<file path="config.mk">
export PLATFORM = sky130hd
export DESIGN_NAME = flash_op_sched
export DESIGN_NICKNAME = d
export VERILOG_FILES = /design/src/rtl/flash_pkg.sv /design/src/rtl/flash_spi_frame.sv /design/src/rtl/flash_op_sched.sv
export SDC_FILE = /design/constraint.sdc
export NUM_CORES = 1
export LEC_CHECK = 0
export CORE_MARGIN = 2
export CORE_UTILIZATION = 40
export DETAILED_ROUTE_END_ITERATION = 8
export GPL_TIMING_DRIVEN = 0
export PLACE_DENSITY_LB_ADDON = 0.3
export REMOVE_ABC_BUFFERS = 1
export SLEW_MARGIN = 20
export SYNTH_ARGS = -nofsm -noshare
export SYNTH_HDL_FRONTEND = slang
export SYNTH_SLANG_ARGS = --single-unit
</file>
<file path="constraint.sdc">
create_clock -name sys_clk -period 5.59 [get_ports sys_clk]
set_clock_uncertainty 0.1 [all_clocks]
set_input_delay 1.118 -clock sys_clk [delete_from_list [all_inputs] [get_ports sys_clk]]
set_output_delay 1.118 -clock sys_clk [all_outputs]
set_load 0.03 [all_outputs]
</file>
<file path="src/rtl/flash_pkg.sv">
// Shared opcodes, state encodings and requester indices for the M25P16 operation scheduler.
// Optional poll timeout in the top is enabled by defining FLASH_POLL_TIMEOUT_EN.
package flash_pkg;

    localparam logic [7:0] OP_WREN = 8'h06;
    localparam logic [7:0] OP_RDSR = 8'h05;
    localparam logic [7:0] OP_BE   = 8'hC7;
    localparam logic [7:0] OP_SE   = 8'hD8;
    localparam logic [7:0] OP_PP   = 8'h02;

    localparam logic [1:0] REQ_BE = 2'd0;
    localparam logic [1:0] REQ_SE = 2'd1;
    localparam logic [1:0] REQ_PP = 2'd2;

    localparam logic [5:0] LEN_OP = 6'd8;
    localparam logic [5:0] LEN_SE = 6'd32;
    localparam logic [5:0] LEN_PP = 6'd40;

    typedef enum logic [2:0] {
        S_IDLE = 3'd0,
        S_WREN = 3'd1,
        S_GAP1 = 3'd2,
        S_CMD  = 3'd3,
        S_GAP2 = 3'd4,
        S_RDSR = 3'd5,
        S_CHK  = 3'd6,
        S_DONE = 3'd7
    } sched_state_e;

    typedef enum logic [2:0] {
        F_IDLE  = 3'd0,
        F_LEAD  = 3'd1,
        F_HIGH  = 3'd2,
        F_LOW   = 3'd3,
        F_TRAIL = 3'd4
    } frame_state_e;

    // Round-robin successor in the fixed order be -> se -> pp -> be.
    function automatic logic [1:0] rr_next(input logic [1:0] idx);
        case (idx)
            REQ_BE:  rr_next = REQ_SE;
            REQ_SE:  rr_next = REQ_PP;
            default: rr_next = REQ_BE;
        endcase
    endfunction

endpackage

</file>
<file path="src/rtl/flash_spi_frame.sv">
// One SPI mode-0 frame: shifts up to 40 tx bits MSB first, optionally clocks 8 rx bits,
// and owns the cs_n/sck/mosi timing. Start/done handshake towards the sequencer.
module flash_spi_frame
    import flash_pkg::*;
#(
    parameter int SCK_HALF = 2
) (
    input  logic        i_clk,
    input  logic        i_rst_n,
    input  logic        i_start,
    input  logic [39:0] i_tx_word,
    input  logic [5:0]  i_tx_len,
    input  logic        i_rx_en,
    input  logic        i_miso,
    output logic        o_done,
    output logic [7:0]  o_rx_byte,
    output logic        o_cs_n,
    output logic        o_sck,
    output logic        o_mosi
);

    localparam int DIV_W = (SCK_HALF > 1) ? $clog2(SCK_HALF) : 1;
    localparam logic [DIV_W-1:0] DIV_LAST = DIV_W'(SCK_HALF - 1);

    frame_state_e     r_state;
    logic [DIV_W-1:0] r_div;
    logic [39:0]      r_sh;
    logic [5:0]       r_bits;
    logic [7:0]       r_rx;
    logic             r_cs_n;
    logic             r_sck;
    logic             r_mosi;
    logic             r_done;
    logic             w_div_end;

    assign w_div_end = (r_div == DIV_LAST);

    // Frame timing: lead-in, sck high/low halves per bit, trailing hold before cs_n rises.
    always_ff @(posedge i_clk or negedge i_rst_n) begin
        if (!i_rst_n) begin
            r_state <= F_IDLE;
            r_div   <= '0;
            r_sh    <= 40'h0;
            r_bits  <= 6'd0;
            r_rx    <= 8'h00;
            r_cs_n  <= 1'b1;
            r_sck   <= 1'b0;
            r_mosi  <= 1'b0;
            r_done  <= 1'b0;
        end else begin
            r_done <= 1'b0;
            case (r_state)
                F_IDLE: begin
                    r_div <= '0;
                    if (i_start) begin
                        r_sh    <= i_tx_word;
                        r_bits  <= i_tx_len + (i_rx_en ? 6'd8 : 6'd0);
                        r_cs_n  <= 1'b0;
                        r_mosi  <= i_tx_word[39];
                        r_state <= F_LEAD;
                    end
                end
                F_LEAD, F_LOW: begin
                    if (w_div_end) begin
                        r_div   <= '0;
                        r_sck   <= 1'b1;
                        r_rx    <= {r_rx[6:0], i_miso};
                        r_state <= F_HIGH;
                    end else begin
                        r_div <= r_div + DIV_W'(1);
                    end
                end
                F_HIGH: begin
                    if (w_div_end) begin
                        r_div  <= '0;
                        r_sck  <= 1'b0;
                        r_bits <= r_bits - 6'd1;
                        if (r_bits == 6'd1) begin
                            r_state <= F_TRAIL;
                        end else begin
                            // Zeros shift in behind the tx word, so rx bits go out as mosi=0.
                            r_sh    <= {r_sh[38:0], 1'b0};
                            r_mosi  <= r_sh[38];
                            r_state <= F_LOW;
                        end
                    end else begin
                        r_div <= r_div + DIV_W'(1);
                    end
                end
                F_TRAIL: begin
                    if (w_div_end) begin
                        r_div   <= '0;
                        r_cs_n  <= 1'b1;
                        r_mosi  <= 1'b0;
                        r_done  <= 1'b1;
                        r_state <= F_IDLE;
                    end else begin
                        r_div <= r_div + DIV_W'(1);
                    end
                end
                default: begin
                    r_state <= F_IDLE;
                    r_cs_n  <= 1'b1;
                    r_sck   <= 1'b0;
                    r_mosi  <= 1'b0;
                end
            endcase
        end
    end

    assign o_done    = r_done;
    assign o_rx_byte = r_rx;
    assign o_cs_n    = r_cs_n;
    assign o_sck     = r_sck;
    assign o_mosi    = r_mosi;

endmodule

</file>
<file path="src/rtl/flash_op_sched.sv">
// Round-robin scheduler of bulk erase, sector erase and page program onto one M25P16 bus.
// Define FLASH_POLL_TIMEOUT_EN to bound RDSR polling to POLL_MAX frames (op_err on expiry).
module flash_op_sched
    import flash_pkg::*;
#(
    parameter int          SCK_HALF = 2,
    parameter int          CS_GAP   = 4,
    parameter logic [31:0] POLL_MAX = 32'd1_000_000
) (
    input  logic        sys_clk,
    input  logic        sys_rst_n,
    input  logic        be_req,
    input  logic        se_req,
    input  logic [23:0] se_addr,
    input  logic        pp_req,
    input  logic [23:0] pp_addr,
    input  logic [7:0]  pp_data,
    output logic        be_done,
    output logic        se_done,
    output logic        pp_done,
    output logic        busy,
    output logic        op_err,
    output logic        cs_n,
    output logic        sck,
    output logic        mosi,
    input  logic        miso
);

    localparam int GAP_W = (CS_GAP > 1) ? $clog2(CS_GAP) : 1;
    localparam logic [GAP_W-1:0] GAP_LAST = GAP_W'(CS_GAP - 1);

    sched_state_e     r_state;
    logic [1:0]       r_rr_ptr;
    logic [1:0]       r_op_sel;
    logic [23:0]      r_addr;
    logic [7:0]       r_data;
    logic [GAP_W-1:0] r_gap;
    logic             r_start;
    logic [39:0]      r_tx_word;
    logic [5:0]       r_tx_len;
    logic             r_rx_en;
    logic [7:0]       r_status;
    logic             r_busy;
    logic             r_be_done;
    logic             r_se_done;
    logic             r_pp_done;
`ifdef FLASH_POLL_TIMEOUT_EN
    logic [31:0]      r_poll_cnt;
    logic             r_op_err;
`endif

    logic             w_fdone;
    logic [7:0]       w_rx_byte;
    logic [3:0]       w_req;
    logic [1:0]       w_idx1;
    logic [1:0]       w_idx2;
    logic             w_gnt_vld;
    logic [1:0]       w_gnt_idx;
    logic [39:0]      w_cmd_word;
    logic [5:0]       w_cmd_len;
    logic             w_gap_end;

    assign w_gap_end = (r_gap == GAP_LAST);

    // Pick the first requester at or after the round-robin pointer.
    always_comb begin
        w_req     = {1'b0, pp_req, se_req, be_req};
        w_idx1    = rr_next(r_rr_ptr);
        w_idx2    = rr_next(w_idx1);
        w_gnt_vld = 1'b0;
        w_gnt_idx = r_rr_ptr;
        if (w_req[r_rr_ptr]) begin
            w_gnt_vld = 1'b1;
            w_gnt_idx = r_rr_ptr;
        end else if (w_req[w_idx1]) begin
            w_gnt_vld = 1'b1;
            w_gnt_idx = w_idx1;
        end else if (w_req[w_idx2]) begin
            w_gnt_vld = 1'b1;
            w_gnt_idx = w_idx2;
        end else begin
            w_gnt_vld = 1'b0;
            w_gnt_idx = r_rr_ptr;
        end
    end

    // Command frame contents for the latched operation, left-aligned in 40 bits.
    always_comb begin
        case (r_op_sel)
            REQ_SE: begin
                w_cmd_word = {OP_SE, r_addr, 8'h00};
                w_cmd_len  = LEN_SE;
            end
            REQ_PP: begin
                w_cmd_word = {OP_PP, r_addr, r_data};
                w_cmd_len  = LEN_PP;
            end
            default: begin
                w_cmd_word = {OP_BE, 32'h0000_0000};
                w_cmd_len  = LEN_OP;
            end
        endcase
    end

    // Operation sequencer: WREN, command, RDSR polling until WIP clears, done pulse.
    always_ff @(posedge sys_clk or negedge sys_rst_n) begin
        if (!sys_rst_n) begin
            r_state    <= S_IDLE;
            r_rr_ptr   <= REQ_BE;
            r_op_sel   <= REQ_BE;
            r_addr     <= 24'h0;
            r_data     <= 8'h00;
            r_gap      <= '0;
            r_start    <= 1'b0;
            r_tx_word  <= 40'h0;
            r_tx_len   <= 6'd0;
            r_rx_en    <= 1'b0;
            r_status   <= 8'h00;
            r_busy     <= 1'b0;
            r_be_done  <= 1'b0;
            r_se_done  <= 1'b0;
            r_pp_done  <= 1'b0;
`ifdef FLASH_POLL_TIMEOUT_EN
            r_poll_cnt <= 32'd0;
            r_op_err   <= 1'b0;
`endif
        end else begin
            r_start   <= 1'b0;
            r_be_done <= 1'b0;
            r_se_done <= 1'b0;
            r_pp_done <= 1'b0;
`ifdef FLASH_POLL_TIMEOUT_EN
            r_op_err  <= 1'b0;
`endif
            case (r_state)
                S_IDLE: begin
                    if (w_gnt_vld) begin
                        r_op_sel  <= w_gnt_idx;
                        r_rr_ptr  <= rr_next(w_gnt_idx);
                        r_addr    <= (w_gnt_idx == REQ_PP) ? pp_addr : se_addr;
                        r_data    <= pp_data;
                        r_busy    <= 1'b1;
                        r_start   <= 1'b1;
                        r_tx_word <= {OP_WREN, 32'h0000_0000};
                        r_tx_len  <= LEN_OP;
                        r_rx_en   <= 1'b0;
`ifdef FLASH_POLL_TIMEOUT_EN
                        r_poll_cnt <= 32'd0;
`endif
                        r_state   <= S_WREN;
                    end
                end
                S_WREN: begin
                    if (w_fdone) begin
                        r_gap   <= '0;
                        r_state <= S_GAP1;
                    end
                end
                S_GAP1: begin
                    if (w_gap_end) begin
                        r_start   <= 1'b1;
                        r_tx_word <= w_cmd_word;
                        r_tx_len  <= w_cmd_len;
                        r_rx_en   <= 1'b0;
                        r_state   <= S_CMD;
                    end else begin
                        r_gap <= r_gap + GAP_W'(1);
                    end
                end
                S_CMD: begin
                    if (w_fdone) begin
                        r_gap   <= '0;
                        r_state <= S_GAP2;
                    end
                end
                S_GAP2: begin
                    if (w_gap_end) begin
                        r_start   <= 1'b1;
                        r_tx_word <= {OP_RDSR, 32'h0000_0000};
                        r_tx_len  <= LEN_OP;
                        r_rx_en   <= 1'b1;
                        r_state   <= S_RDSR;
                    end else begin
                        r_gap <= r_gap + GAP_W'(1);
                    end
                end
                S_RDSR: begin
                    if (w_fdone) begin
                        r_status <= w_rx_byte;
`ifdef FLASH_POLL_TIMEOUT_EN
                        r_poll_cnt <= r_poll_cnt + 32'd1;
`endif
                        r_state  <= S_CHK;
                    end
                end
                S_CHK: begin
                    if (!r_status[0]) begin
                        r_be_done <= (r_op_sel == REQ_BE);
                        r_se_done <= (r_op_sel == REQ_SE);
                        r_pp_done <= (r_op_sel == REQ_PP);
                        r_busy    <= 1'b0;
                        r_state   <= S_DONE;
`ifdef FLASH_POLL_TIMEOUT_EN
                    end else if (r_poll_cnt >= POLL_MAX) begin
                        r_op_err <= 1'b1;
                        r_busy   <= 1'b0;
                        r_state  <= S_DONE;
`endif
                    end else begin
                        r_gap   <= '0;
                        r_state <= S_GAP2;
                    end
                end
                S_DONE: begin
                    r_state <= S_IDLE;
                end
                default: begin
                    r_busy  <= 1'b0;
                    r_state <= S_IDLE;
                end
            endcase
        end
    end

    flash_spi_frame #(
        .SCK_HALF (SCK_HALF)
    ) u_frame (
        .i_clk     (sys_clk),
        .i_rst_n   (sys_rst_n),
        .i_start   (r_start),
        .i_tx_word (r_tx_word),
        .i_tx_len  (r_tx_len),
        .i_rx_en   (r_rx_en),
        .i_miso    (miso),
        .o_done    (w_fdone),
        .o_rx_byte (w_rx_byte),
        .o_cs_n    (cs_n),
        .o_sck     (sck),
        .o_mosi    (mosi)
    );

    assign be_done = r_be_done;
    assign se_done = r_se_done;
    assign pp_done = r_pp_done;
    assign busy    = r_busy;

`ifdef FLASH_POLL_TIMEOUT_EN
    logic w_unused;
    assign w_unused = ^r_status[7:1];
    assign op_err   = r_op_err;
`else
    logic w_unused;
    assign w_unused = ^{r_status[7:1], POLL_MAX};
    assign op_err   = 1'b0;
`endif

endmodule

</file>
Yosys cells after proc, flatten, opt, wreduce, memory -nomap -nowiden --
Index checks and enable logic that the tools add are counted.
Cells by class: bitwise logic cells 3, eq/ne operators 34, multiplexer cells 81, $add $sub $neg 4, reductions and logical operators 30, $lt $le $gt $ge 3
Operator list (count):
- 40-bit 2-to-1 mux | 3
- 40-bit one-hot mux with 3 select lines | 1
- 39-bit 2-to-1 mux | 3
- 40-bit one-hot mux with 2 select lines | 1
- 39-bit one-hot mux with 2 select lines | 1
- 3-bit 2-to-1 mux | 11
- 6-bit 2-to-1 mux | 5
- 1-bit 2-to-1 mux | 28
- 24-bit 2-to-1 mux | 1
- 3-bit one-hot mux with 8 select lines | 1
- 6-bit one-hot mux with 2 select lines | 2
- 6-bit one-hot mux with 3 select lines | 1
- 2-bit inequality test (second input constant) | 8
- 4-bit AND reduction | 4
- 3-bit equality test (second input constant) | 5
- 2-bit 2-to-1 mux | 7
- 2-bit by 1-bit inequality test with 1-bit output (second input constant) | 7
- 3-bit by 2-bit equality test with 1-bit output (second input constant) | 4
- 2-bit one-hot mux with 2 select lines | 3
- 3-bit one-hot mux with 4 select lines | 1
- 3-bit AND reduction | 4
- 2-bit by 3-bit < comparator with 1-bit output (second input constant) | 3
- 1-bit one-hot mux with 3 select lines | 3
- 2-bit by 1-bit equality test with 1-bit output (second input constant) | 4
- 23 further kinds | 44
Storage, ports and cells: output and inout bits 8, flip-flop bits (word level) 148, word-level logic and storage cells 179

Logic depth before layout (Yosys ltp) --
Gate-level depths: netlist of run 1.
word-level depth 11, depth in mapped cells 8, mapped depth without buffers 6

Cells and area by module --
From an unflattened synthesis of run 1, not the netlist that was laid out.
Unflattened totals: cell total of the unflattened synthesis 690, area, all modules 6745.2 µm²
By module, submodules not included:
- flash_op_sched | area each 3784.9 µm², seq. area each 2177.1 µm², times used 1, cells an instance 365
- flash_spi_frame | area each 2960.3 µm², seq. area each 1527.7 µm², times used 1, cells an instance 325

Worst setup path after synthesis of run 1 --
No wires, ideal clock.
path type input -> register, from in pp_req, to reg r_data[0], buffers on the path 1, data required time 5373 ps, arrival time 2174 ps, path slack 3199 ps, cell stages on the path 6, cell sequence a21bo_2 and2_4 or4_4 buf_6 nand2_1 nand2_1
Between the ends: longest elaborated chain between the ends 6
RTL lines:
- from (decl) | RTL line flash_op_sched.sv:15 | input logic pp_req,
- 1-bit binary-select mux with 2-bit select | RTL line flash_op_sched.sv:78 | end else if (w_req[w_idx2]) begin
- 1-bit 2-to-1 mux (not written as such) | RTL line flash_op_sched.sv:78
- 1-bit 2-to-1 mux | RTL line flash_op_sched.sv:78
- 1-bit 2-to-1 mux | RTL line flash_op_sched.sv:75 | end else if (w_req[w_idx1]) begin
- 1-bit 2-to-1 mux (*) | RTL line flash_op_sched.sv:72 | if (w_req[r_rr_ptr]) begin
- 2-bit AND reduction (no line) (*)
- to (signal assigned) | RTL line flash_op_sched.sv:141 | r_data <= pp_data;
- to (decl) | RTL line flash_op_sched.sv:36 | logic [7:0] r_data;
Mark *: on every way between the ends. The rest lies on a longest branch, timed or not. The select of a mux whose other input is x is not followed. A chain may end at the register's enable or synchronous reset.

Worst setup path after layout of run 1 --
from in pp_req, to reg r_addr[6]
Between the ends: longest elaborated chain between the ends 7
RTL lines:
- 1-bit binary-select mux with 2-bit select | RTL line flash_op_sched.sv:78
- 1-bit 2-to-1 mux (not written as such) | RTL line flash_op_sched.sv:78
- 2-bit 2-to-1 mux | RTL line flash_op_sched.sv:78
- 2-bit 2-to-1 mux | RTL line flash_op_sched.sv:75
- 2-bit 2-to-1 mux | RTL line flash_op_sched.sv:72
- 2-bit equality test | RTL line flash_op_sched.sv:140 | r_addr <= (w_gnt_idx == REQ_PP) ? pp_addr : se_addr;
- 24-bit 2-to-1 mux | RTL line flash_op_sched.sv:140
- to (signal assigned) | RTL line flash_op_sched.sv:140
- to (decl) | RTL line flash_op_sched.sv:35 | logic [23:0] r_addr;
Several ways; a longest one is shown, not always the timed one. The select of a mux whose other input is x is not followed.

==> results.md, run 1 <==
* WP data required at 5.83 ns
* Mapped Cells at 665
* Resized cells post-CTS at 0
* Total gr overflow at 0
* Synthesized area at 6350 sq um
* Root Buffer: clkbuf_16
* Fraction of layout cells with a size suffix above 1 at between 8 and 9%
* End of the worst hold path: r_data[1]
* DP Area at 7300 sq um
* Internal reg-to-reg setup slack at 2.92 ns
* Yosys warns at 0
* Clk buf depth at 2
* Final Setup Violations at 0
* Clock Latency Late Sink at 0.43 ns
* DR pass1 iterations at 6
* Drt total wl at between 10 and 15 mm
* Post-route cell area at 7870 sq um
* Top-count cell post-synth: dfrtp_1
* RR Startpoint: u_frame.r_state[2]
* Rows at between 40 and 50
* Largest net degree at the start of global routing at 86
* Final WS setup at around 2.1 ns
* Layout Area Growth over Synthesis at 23.9%
* Drt drc at 0
* Fin cells at 942
* Setup TNS at 0 ns
* CTS tree: yes
* RR Endpoint: u_frame.r_sh[16]
* IO Count at 70
* Post-CTS Hold Buffers at 0
* Die Ht at 130 um
* Post-DRT Antenna Nets at 0
* Core area at 15700 sq um
* Final Critical Period at 3.47 ns
* RD Place Congestion at between 0.7 and 0.8
* Initial antenna violation count at 0
* Slew margin rel. at 43.8%
* Worst Hold Class: reg2reg
* Clk slew on worst S/H paths at ~0.060 ns
* Commonest cells in the synthesized netlist: 140 x dfrtp_1, 114 x nand2_1, 89 x nor2_1, 60 x a31oi_1, 44 x o21ai_0
* DR vias/cell at 5.37
* Actual slew at the worst max-slew pin at 0.843 ns
* Storage element area at 3530 sq um
* Share of Yosys cell area claimed by the top area cell type at 55.2%
* H-tree depth at 4
* Critical path class: in2reg
* Async SR Flop Fraction at 100%
* Pins Over Slew Limit at 0
* DRT iter0 DRCs at 431
* Pwr/cell area at 292 nW/um^2
* Crit share post-route at 62.2%
* Status: finished, final reports clean
* Dpl ws at 1.68 ns
* EDFF count, synth at 0
* Setup crit start kind: primary input
* DP Wirelength at 9.45 mm
* Vias post-DR at 5057
* Gr usage total at 18.1%
* Antenna diodes at 0
* Critical path peak fanout at 19
* Crit path capture type: flip-flop
* Post-placement cell count at 910
* Final Net Count at 783
* Yosys reg bits at 141
* Final Core Density at 50.1%
* I/O Buffers at 68
* Post CTS Setup Buffer Count at 0
* Starting Density at 40.4%
* Avg WL per Cell at 15.2 um
* Number of CTS-inserted buffers at 17
* R2R cell count at 8
* WHS at 0.373 ns
* Ys flop type: dfrtp_1
* Die width at 130 um
* First-pass GRT wire length at 24.0 mm
* HP Start: r_data[1]
* Area of the multi-input gates at 2570 sq um
* Syn avg cell area at 9.55 sq um
* Final Hold Viols at 0
* Fillcell total at roughly 1400
* Total power at roughly 2.3 mW
* Largest cells by area after synthesis: dfrtp_1 55%, nand2_1 6.7%, a31oi_1 5.9%, nor2_1 5.3%, a22o_1 4.8%
* Leak at ~3.4 nW
* CTS Sinks at 141
* Post-synthesis cell type count at 50
* Vias in the first global route at 4890
* Register area share after synthesis at 55.6%
* Arr. time, crit path at 3.71 ns
* Die Area at 16900 sq um
* Max-cap viol count at 0
* Worst Hold Depth at 2
* Worst ir drop on vdd at about 0.21 mV
* Synth area leader: dfrtp_1
* RSZ-0062 raised after global routing: false
* F_max at 288 MHz
==> routing by layer <==
layer | global-route usage [%] | wire length [um] | vias to the layer above
met5 | 0 | 0 | -
met4 | 8.16 | 373 | 0
met3 | 4.31 | 715 | 33
met2 | 28.3 | 6700 | 134
met1 | 24.2 | 6530 | 2464
li1 | - | - | 2426
==> report_power, final <==
part           total (mW)  leakage, nW  internal, mW  switching, mW
logic               0.154         1.31        0.0698         0.0843
clock network        1.09        0.275         0.678          0.410
registers            1.06         1.84          1.04         0.0149
total                2.30         3.42          1.79          0.509
==> critical path: stages <==
cell             delay (ns)
clkdlybuf4s50_1        0.57
a21bo_2                0.28
and2_4                 0.18
nor4_4                 0.59
buf_6                  0.25
buf_4                  0.23
buf_4                  0.25
nor2_1                 0.06
a31oi_1                0.16
==> state kept, by name (all words and copies together) (netlist names), 2 cells and up <==
name             count
r_state              3
u_frame.r_bits       6
r_rr_ptr             2
r_addr              24
r_data               8
r_gap                2
r_op_sel             2
u_frame.r_sh        39
u_frame.r_state      3
r_tx_word           37
r_tx_len             2
==> worst max-delay path by stage <==
stage          cells past startpoint      start            end  slack, ns
4_1_cts                            9     pp_req      r_addr[6]       2.12
3_3_place_gp                       1  sys_rst_n      r_addr[7]      -2.17
2_1_floorplan                      4     se_req  r_tx_word[32]       2.00
3_5_place_dp                       9     pp_req      r_addr[6]       1.68
6_report                           9     pp_req      r_addr[6]       2.12
5_1_grt                            9     pp_req     r_addr[18]       1.90
==> cells by family (layout without fill, tap and decap cells) <==
logic type	count (synthesis)	after routing	share of synthesized area [%]
flip-flops	141	141	55.6
adder cells (fa/ha/maj)	8	8	1.58
AND/OR/NAND/NOR	260	260	17.7
other	1	1	0.0590
AO/OA/AOI/OAI	181	181	18.8
buffers and inverters	64	125	4.67
XOR/XNOR	1	1	0.138
multiplexers	9	9	1.54
==> cell type report <==
cell class	instances	share of cell area, %
clock buffer	25	6.04
clock inverter	7	1.16
inverter	15	0.716
multi-input combinational	460	32.6
sequential	141	44.9
tap	216	3.43
timing repair buffer	78	11.1
==> cells in the final DEF, fill, tap and decap left out, types with 4 or more instances in the layout <==
cell / n
nand2_1: 113
and3_1: 4
nor3_1: 4
clkbuf_1: 6
dfrtp_1: 140
nor2b_1: 5
o21ai_0: 44
and2_1: 4
inv_1: 14
a21oi_1: 17
nand3_1: 26
a31oi_1: 60
ha_1: 8
mux2_2: 6
a22o_1: 35
buf_16: 4
clkbuf_16: 17
clkdlybuf4s50_1: 67
nor2_1: 89
No activity file was read; power rests on OpenSTA's default activity.
==> run 2, diff against run 1 <==
==> constraint.sdc (replaced) <==
create_clock -name sys_clk -period 3.5 [get_ports sys_clk]
set_clock_uncertainty 0.1 [all_clocks]
set_input_delay 0.7 -clock sys_clk [delete_from_list [all_inputs] [get_ports sys_clk]]
set_output_delay 0.7 -clock sys_clk [all_outputs]
set_load 0.03 [all_outputs]
==> results of run 2 <==
Same layout as run 1 (identical final DEF). Status: finished, final reports clean.
Among the figures that moved: setup slack after placement 1.68 ns -> 0.00820 ns; setup slack after layout 2.12 ns -> 0.444 ns; hold slack 0.373 ns -> 0.0895 ns; register-to-register setup slack 2.92 ns -> 0.83 ns; total power 2.30 mW -> 3.68 mW; worst IR drop on VDD 0.210 mV -> 0.335 mV
==> run 3, diff against run 2 <==
--- a/config.mk
+++ b/config.mk
@@ -5,7 +5,7 @@
 export SDC_FILE = /design/constraint.sdc
 export NUM_CORES = 1
 export LEC_CHECK = 0
-export CORE_MARGIN = 2
+export CORE_MARGIN = 3
 export CORE_UTILIZATION = 40
 export DETAILED_ROUTE_END_ITERATION = 8
 export GPL_TIMING_DRIVEN = 0
==> run 3 against run 2 <==
  * Global-route usage decreased by 1.1 points
  * Fmax increased by 9.4%
  * Worst setup slack gained 0.26 ns
  * Critical endpoint is now r_addr[19]
  * Highest routed layer unchanged
  * Final cell count shrank 0.42%
  * Die area is 3.1% higher
==> results.md, run 3 (synthesized netlist as in run 1, its figures left out) <==
* Most common cell after layout, fill and taps aside: dfrtp_1
* Commonest non-fill, non-tap cells in the layout: 140 x dfrtp_1, 113 x nand2_1, 89 x nor2_1, 67 x clkdlybuf4s50_1, 60 x a31oi_1
* Gr usage total at 17.1% (-1.1 points)
* Crit path launch: pp_req
* Final Hold Viols at 0 (unchanged)
* Actual slew at the worst max-slew pin at 0.880 ns (+0.0366 ns)
* Met1 GRT Util at 22.4% (-1.8 points)
* Post-placement cell count at 905 (-0.55%)
* DP Area at 7290 sq um (-0.21%)
* RR Startpoint: u_frame.r_state[2]
* Clock Latency Late Sink at 0.43 ns (about the same)
* Die Ht at 132 um (+1.5%)
* Worst path max stage delay at 0.58 ns (about the same)
* Crit path buf inv count at 3 (-1)
* Fraction of layout cells with a size suffix above 1 at 8.95% (+0.69 points)
* H-tree depth at 4 (unchanged)
* Top Registers: u_frame.r_sh (39), r_tx_word (37), r_addr (24)
* Final Setup Violations at 0 (unchanged)
* Post-route cell area at 7870 sq um (about the same)
* F_max at 358 MHz
* Fin cells at 938 (-0.42%)
* Worst path top cell family by delay: buffers and inverters
* DP Wirelength at 9.37 mm (-0.86%)
* First-pass GRT wire length at 24.5 mm (+2.0%)
* Post-CTS Hold Buffers at 0 (unchanged)
* Post-DRT Antenna Nets at 0 (unchanged)
* Post CTS Setup Buffer Count at 0 (unchanged)
* Die Area at 17400 sq um (+3.1%)
* CTS Sinks at 141 (unchanged)
* Initial antenna violation count at 0 (unchanged)
* Worst ir drop on vdd at 0.392 mV
* Setup crit start kind: primary input
* Largest net degree at the start of global routing at 82 (-4.7%)
* Layout Area Growth over Synthesis at 23.9% (about the same)
* CTS tree: yes
* IO Count at 70 (unchanged)
* Internal reg-to-reg setup slack at 1.04 ns
* CP cell instances: clkdlybuf4s50_1, a21bo_2, and2_4, nor4_4, buf_8, buf_6, nor2_1, a31oi_1
* Slew margin rel. at 41.3% (-2.4 points)
* Crit share post-route at 79.8%
* Status: finished, final reports clean
* Vias post-DR at 5018 (-0.77%)
* M2 GR Usage at 27.9% (-0.34 points)
* Starting Density at 41.3% (+0.90 points)
* DR pass1 iterations at 5 (-1)
* Final Net Count at 783 (unchanged)
* WP data required at 3.74 ns
* Max-cap viol count at 0 (unchanged)
* Die width at 132 um (+1.5%)
* Setup TNS at 0 ns (unchanged)
* Clk buf depth at 2 (unchanged)
* Root Buffer: clkbuf_16
* RSZ-0062 raised after global routing: false
* Crit path capture type: flip-flop
* I/O Buffers at 68 (unchanged)
* Pwr/cell area at 470 nW/um^2
* Largest reg by FF count: u_frame.r_sh
* Clk slew on worst S/H paths at 0.06 ns (about the same)
* Pins Over Slew Limit at 0 (unchanged)
* Critical path peak fanout at 19 (unchanged)
* RD Place Congestion at 0.753 (-5.2%)
* Total gr overflow at 0 (unchanged)
* Vias in the first global route at 5086 (+4.0%)
* Leak at 3.41 nW (-0.12%)
* Worst Hold Class: in2async
* DR vias/cell at 5.35 (-0.35%)
* Core area at 15400 sq um (-2.2%)
* Drt total wl at 14.1 mm (-1.4%)
* Drt drc at 0 (unchanged)
* GRT busiest layer: met2
* Resized cells post-CTS at 0 (unchanged)
* Slowest CP cell: clkdlybuf4s50_1
* Largest register FFs at 39 (unchanged)
* DRT iter0 DRCs at 406 (-5.8%)
* Final Critical Period at 2.79 ns
* Critical path class: in2reg
* Grt met3 use at 4.58% (+0.28 points)
* Arr. time, crit path at 3.03 ns
* Avg WL per Cell at 15.1 um (-0.95%)
* Number of CTS-inserted buffers at 17 (unchanged)
* Rows at 45 (-2.2%)
-- run 3: cell type report --
| cell class | count | area, sq um |
|---|---|---|
| Fill cell | 1361 | 7500 |
| Inverter | 15 | 56.3 |
| Sequential cell | 141 | 3530 |
| Multi-Input combinational cell | 460 | 2560 |
| Timing Repair Buffer | 78 | 876 |
| Clock buffer | 19 | 443 |
| Clock inverter | 13 | 140 |
| Tap cell | 211 | 264 |
| Antenna cell | 1 | 2.50 |
-- run 3: final timing paths --
kind | end | cells after the start
worst max-delay path | r_addr[19] | 8
worst min-delay path | r_tx_word[24] | 1
worst max register to register | u_frame.r_sh[16] | 7
worst min register to register | r_data[4] | 2
max in group asynchronous | r_gap[1] | 2
min in group sys_clk | r_data[4] | 2
-- run 3: worst reg2reg max path: stages, from the launching register on --
cell	delay (ns)
dfrtp_1	0.52
nor2_1	0.34
nand2_2	0.22
a21oi_4	0.57
buf_16	0.24
buf_16	0.18
nor2_1	0.06
a31oi_1	0.15
-- run 3: metal layers --
layer  part of all wire (%)  vias up
met1                     46     2465
met4                    1.3        0
met5                      0        -
met3                    4.4       18
li1                       -     2432
met2                     48      103
-- run 3: power breakdown --
group	internal, mW	switching (mW)	total, mW
Clock	1.07	0.696	1.76
Combinational	0.113	0.134	0.247
Sequential	1.67	0.0235	1.69
-- run 3: per-stage QoR --
stage          hold slack (ns)  total power [mW]  util (%)  setup slack, ns
5_1_grt                  0.116              3.84      51.2            0.566
4_1_cts                  0.108              3.73      51.2            0.727
6_report                0.0862              3.70      51.2            0.706
3_5_place_dp             0.369              1.97      47.4            0.272
2_1_floorplan            0.304              1.81         -           0.0499
3_3_place_gp             0.361              1.95      45.9            -3.81
